### src/rtl/tone_sample_generator.sv
// Phase-accumulator tone synthesiser feeding signed 20-bit PCM samples into the AC97 sample FIFO.
// Optional macro TONE_GEN_DROP_COUNT_EN adds a saturating drop_count output for overwritten samples.
module tone_sample_generator #(
  parameter int unsigned SYS_CLK_FREQ = 50_000_000,
  parameter int unsigned SAMPLE_RATE  = 48_000,
  parameter logic [19:0] AMPLITUDE    = 20'h3FFFF
) (
  input  logic        system_clock,
  input  logic        system_reset,
  input  logic        tone_enable,
  input  logic [23:0] tone_freq_word,
  input  logic [1:0]  wave_sel,
  input  logic [3:0]  atten,
  input  logic        fifo_full,
  output logic        fifo_wr_en,
  output logic [19:0] fifo_din
`ifdef TONE_GEN_DROP_COUNT_EN
  ,
  output logic [15:0] drop_count
`endif
);

  localparam int unsigned DIV      = SYS_CLK_FREQ / SAMPLE_RATE;
  localparam int unsigned CNT_W    = (DIV > 1) ? $clog2(DIV) : 1;
  localparam int unsigned PHASE_W  = 24;
  localparam int unsigned SAMPLE_W = 20;
  localparam logic [CNT_W-1:0] DIV_LAST = CNT_W'(DIV - 1);

  typedef enum logic [1:0] {IDLE, WRITE, WAIT_FULL} state_t;

  state_t               state_q, state_d;
  logic [CNT_W-1:0]     div_cnt;
  logic [PHASE_W-1:0]   phase;
  logic                 tick_c;
  logic                 load_c;
  logic                 wr_en_d;
  logic [SAMPLE_W-1:0]  raw_c;
  logic [SAMPLE_W-1:0]  tri_c;
  logic [SAMPLE_W-1:0]  sample_c;

  // Sample-rate divider: one tick every DIV clocks
  assign tick_c = (div_cnt == DIV_LAST);

  always_ff @(posedge system_clock or posedge system_reset) begin
    if (system_reset) begin
      div_cnt <= '0;
    end else if (tick_c) begin
      div_cnt <= '0;
    end else begin
      div_cnt <= div_cnt + CNT_W'(1);
    end
  end

  always_ff @(posedge system_clock or posedge system_reset) begin
    if (system_reset) begin
      phase <= '0;
    end else if (tick_c) begin
      phase <= tone_enable ? (phase + tone_freq_word) : '0;
    end
  end

  // Waveform lookup from the current phase, then sign-preserving attenuation
  assign tri_c = phase[22:3] ^ {SAMPLE_W{phase[23]}};

  always_comb begin
    raw_c = '0;
    case (wave_sel)
      2'b00:   raw_c = phase[23] ? (~AMPLITUDE + SAMPLE_W'(1)) : AMPLITUDE;
      2'b01:   raw_c = {~phase[23], phase[22:4]};
      2'b10:   raw_c = tri_c ^ 20'h80000;
      default: raw_c = '0;
    endcase
    if (!tone_enable) begin
      raw_c = '0;
    end
  end

  assign sample_c = SAMPLE_W'($signed(raw_c) >>> atten);

  always_ff @(posedge system_clock or posedge system_reset) begin
    if (system_reset) begin
      state_q <= IDLE;
    end else begin
      state_q <= state_d;
    end
  end

  // A tick always wins: the held sample is replaced and the write restarts with the newest one
  always_comb begin
    state_d = state_q;
    wr_en_d = 1'b0;
    load_c  = 1'b0;
    case (state_q)
      IDLE: begin
        if (tick_c) begin
          load_c  = 1'b1;
          state_d = WRITE;
        end
      end
      WRITE, WAIT_FULL: begin
        if (tick_c) begin
          load_c  = 1'b1;
          state_d = WRITE;
        end else if (!fifo_full) begin
          wr_en_d = 1'b1;
          state_d = IDLE;
        end else begin
          state_d = WAIT_FULL;
        end
      end
      default: state_d = IDLE;
    endcase
  end

  always_ff @(posedge system_clock or posedge system_reset) begin
    if (system_reset) begin
      fifo_wr_en <= 1'b0;
      fifo_din   <= '0;
    end else begin
      fifo_wr_en <= wr_en_d;
      if (load_c) begin
        fifo_din <= sample_c;
      end
    end
  end

`ifdef TONE_GEN_DROP_COUNT_EN
  logic drop_c;
  assign drop_c = tick_c && (state_q != IDLE);

  always_ff @(posedge system_clock or posedge system_reset) begin
    if (system_reset) begin
      drop_count <= '0;
    end else if (drop_c && (drop_count != 16'hFFFF)) begin
      drop_count <= drop_count + 16'd1;
    end
  end
`endif

endmodule

### config.mk
export PLATFORM = sky130hd
export DESIGN_NAME = tone_sample_generator
export DESIGN_NICKNAME = d
export VERILOG_FILES = /design/src/rtl/tone_sample_generator.sv
export SDC_FILE = /design/constraint.sdc
export NUM_CORES = 1
export LEC_CHECK = 0
export ABC_CLOCK_PERIOD_IN_PS = 3250
export CAP_MARGIN = 0
export CELL_PAD_IN_SITES_DETAIL_PLACEMENT = 0
export CELL_PAD_IN_SITES_GLOBAL_PLACEMENT = 1
export CORE_ASPECT_RATIO = 0.6
export CORE_MARGIN = 4
export CORE_UTILIZATION = 30
export DETAILED_ROUTE_END_ITERATION = 10
export GPL_TIMING_DRIVEN = 1
export HOLD_SLACK_MARGIN = 0.06
export PLACE_DENSITY = 0.67
export SYNTH_ARGS = -nofsm -noshare
export SYNTH_HDL_FRONTEND = slang
export SYNTH_SLANG_ARGS = --single-unit
### constraint.sdc
create_clock -name system_clock -period 3.25 [get_ports system_clock]
set_clock_uncertainty 0.1 [all_clocks]
set_input_delay 0.65 -clock system_clock [delete_from_list [all_inputs] [get_ports system_clock]]
set_output_delay 0.65 -clock system_clock [all_outputs]
set_load 0.01 [all_outputs]
==> flow_summary.json <==
{
  "drive_gt1_share_pct": 14.3,
  "synth_top_family_by_area": "compound AO/OA/AOI/OAI gates",
  "fin_nets": 765,
  "grt_antenna_before_repair": 0,
  "synthSimpleGateAreaFrac_pct": 20.5,
  "grt_remaining_overflow": 0,
  "routed-via-count": 4939,
  "grt_usage_pct": 17.0,
  "die_y_um": 108,
  "hold_viol": 0,
  "sw_frac_of_total_pct": 29.2,
  "synth_warnings": 0,
  "fin_cells": 936,
  "finalPower_mw": 2.21,
  "synth.net_count": 667,
  "ant_nets": 0,
  "p_clk_share_pct": 44.1,
  "grt_setup_unrepaired": "false",
  "synthArstFlopShare_pct": 100,
  "synth_compound_gate_area_share_pct": 26.3,
  "end_kind": "flip-flop",
  "pwr-share-seq_pct": 33.2,
  "dp_hpwl_um": 12700,
  "p_int_mw": 1.56,
  "relSlewSlack_pct": 52.6,
  "grt_pass1_wl_um": 25800,
  "clk_pin_slew_ns": 0.06,
  "num_antenna_cells": 0,
  "pin_count": 55,
  "cellPowerDensity_mw_per_mm2": 338,
  "die-area_sq_mm": 0.0188,
  "drt_iter0_markers": 476,
  "arrival_ns": 3.23,
  "yosys_most_used_dff": "dfrtp_1",
  "grt_max_degree": 40,
  "stdcell_area_sq_mm": 0.00654,
  "start_util_pct": 30.7,
  "utilization_pct": 40.2,
  "htree_levels": 3,
  "whs_ns": 0.379,
  "dieWidth_um": 175,
  "final.setup.worst_slack_ns": 0.138,
  "tns_ns": 0,
  "cts_tree": "built",
  "synthesis.area_sq_mm": 0.00499,
  "drc_errors": 0,
  "rows": 36,
  "ys_seq_elements": 58,
  "gp_congestion": 0.892,
  "synth_edf_count": 0,
  "avgSynthCellArea_sq_um": 8.26,
  "insertion_delay_ns": 0.33,
  "viasPerCell": 5.28,
  "critPathLaunchType": "input port",
  "vdd_drop_max_mv": 0.224,
  "dp.cells": 920,
  "post_cts_buffers": 0,
  "cap_violations": 0,
  "root_buffer": "clkbuf_16",
  "synth_xor_area_share_pct": 5.26,
  "hold_class": "flip-flop to flip-flop",
  "max_freq_mhz": 321,
  "routedWlPerCell_um": 17.0,
  "dr.pass1.iters": 5,
  "fin_crit_sh_pct": 95.8,
  "required_ns": 3.36,
  "wirelength_um": 15900,
  "dp_slack_ns": -0.286,
  "cp_max_fo": 2,
  "core_sq_mm": 0.0163,
  "cts.path.max_buffers": 2,
  "numCtsBuffers": 9,
  "synthAdderAreaFrac_pct": 7.16,
  "slew_violations": 0,
  "placed_area_sq_mm": 0.00624,
  "synth_mux_area_share_pct": 6.66,
  "worst_pin_slew_ns": 0.710,
  "setup_viol": 0,
  "syn2layout_area_growth_pct": 30.9,
  "synth_cell_types": 69,
  "path_class": "input port to flip-flop",
  "port_buffers": 54,
  "switching_power_mw": 0.645,
  "leakage_nw": 2.78,
  "grt_pass1_vias": 4817,
  "clock_sinks": 58,
  "synth-seq-area-share_pct": 29.1,
  "status": "completed",
  "post-route-min-period_ns": 3.11,
  "combPwrFrac_pct": 22.7,
  "synth_cells": 605
}
[final cells by class]
class / instances / area (sq um)
fill: 1634 / 9720
inverter: 21 / 78.8
tap: 228 / 285
sequential: 58 / 1450
timing repair buffer: 126 / 1130
clock buffer: 9 / 225
clock inverter: 7 / 77.6
multi-input combinational: 487 / 3290
[flip-flops by register name, summed over array words and instances, names as in the netlist]
signal      flops
fifo_din       20
div_cnt        11
phase          24
fifo_wr_en      1
state_q         2
[cell families (layout without fill, tap and decap cells)]
family	count (synthesis)	in the layout
simple gates	209	209
compound gates	192	192
xor+xnor	30	30
buf+inv	60	163
flops	58	58
mux	28	28
fa+ha+maj	28	28
[critical path: stages]
cell,delay (ns)
clkdlybuf4s50_1,0.40
ha_1,0.30
a21o_1,0.19
a21o_1,0.17
a2111oi_1,0.69
a31oi_1,0.20
xnor2_1,0.23
nor4_1,0.07
a311o_1,0.33
[path summary, 6_finish.rpt]
check	from	to	slack (ns)	cells after the start
min	fifo_din[6]	fifo_din[6]	0.38	2
max reg2reg	phase[20]	phase[23]	0.44	8
max	tone_freq_word[20]	phase[23]	0.14	9
min in group asynchronous	system_reset	phase[1]	0.59	2
max in group asynchronous	system_reset	fifo_din[16]	1.86	3
min reg2reg	fifo_din[6]	fifo_din[6]	0.38	2
[synth_stat cells (6+ instances only)]
library cell  number  area, sq um
a21o_1            16          120
a21oi_1           40          200
a221oi_1          10         87.6
a22oi_1            6         45.0
a31oi_1            7         43.8
and2_1             6         37.5
clkbuf_1          28          105
dfrtp_1           58         1450
ha_1              27          338
inv_1             21         78.8
mux2i_1           22          220
nand2_1           75          282
nand2b_1          14         87.6
nand3_1           17         85.1
nand4_1            7         43.8
nor2_1            48          180
nor2b_1           13         81.3
nor3_1             7         35.0
nor4bb_1           6         60.1
o211ai_1          10         75.1
o21a_1             6         45.0
o21ai_0           36          180
o21ai_1            6         30.0
o31ai_1            6         45.0
xnor2_1           19          166
xor2_1            11         96.3
[metal layers]
metal,wire length [um],vias up,GRT usage (%)
li1,-,2417,-
met1,8670,2338,27.6
met2,5990,177,22.7
met3,1180,7,3.77
met4,55,0,2.58
met5,0,-,0
[repair_timing]
| action | 4_1_cts | 5_1_grt |
|---|---|---|
| hold endpoints to repair | 0 | 0 |
| hold buffers | 0 | 0 |
| resized for setup | 0 | 1 |
| endpoints found under the setup margin | 0 | 1 |
[cell usage in the layout (no fill, tap or decap), types with 5 or more instances in the layout]
master / n
a221oi_1: 10
a21o_1: 16
o21ai_0: 36
a21oi_1: 40
nor4bb_1: 6
a32oi_1: 5
ha_1: 27
a22oi_1: 6
and2_1: 6
nor3_1: 7
xnor2_1: 19
o21ai_1: 6
nor2b_1: 13
xor2_1: 11
clkbuf_16: 9
nand2_1: 75
o21a_1: 6
nand3_1: 17
clkdlybuf4s50_1: 54
a31oi_1: 7
mux2i_1: 22
o31ai_1: 6
o211ai_1: 10
nand4_1: 7
buf_4: 68
inv_1: 20
dfrtp_1: 58
nand2b_1: 14
nor2_1: 48
[power by group through the flow]
stage / Clock, mW / Combinational [mW] / Sequential (mW)
4_1_cts: 0.996 / 0.496 / 0.733
3_3_place_gp: 0 / 0.492 / 0.745
3_5_place_dp: 0 / 0.493 / 0.746
5_1_grt: 1.03 / 0.550 / 0.733
2_1_floorplan: 0 / 0.295 / 0.744
6_report: 0.973 / 0.502 / 0.733
Power figures use the tool's default switching activity.
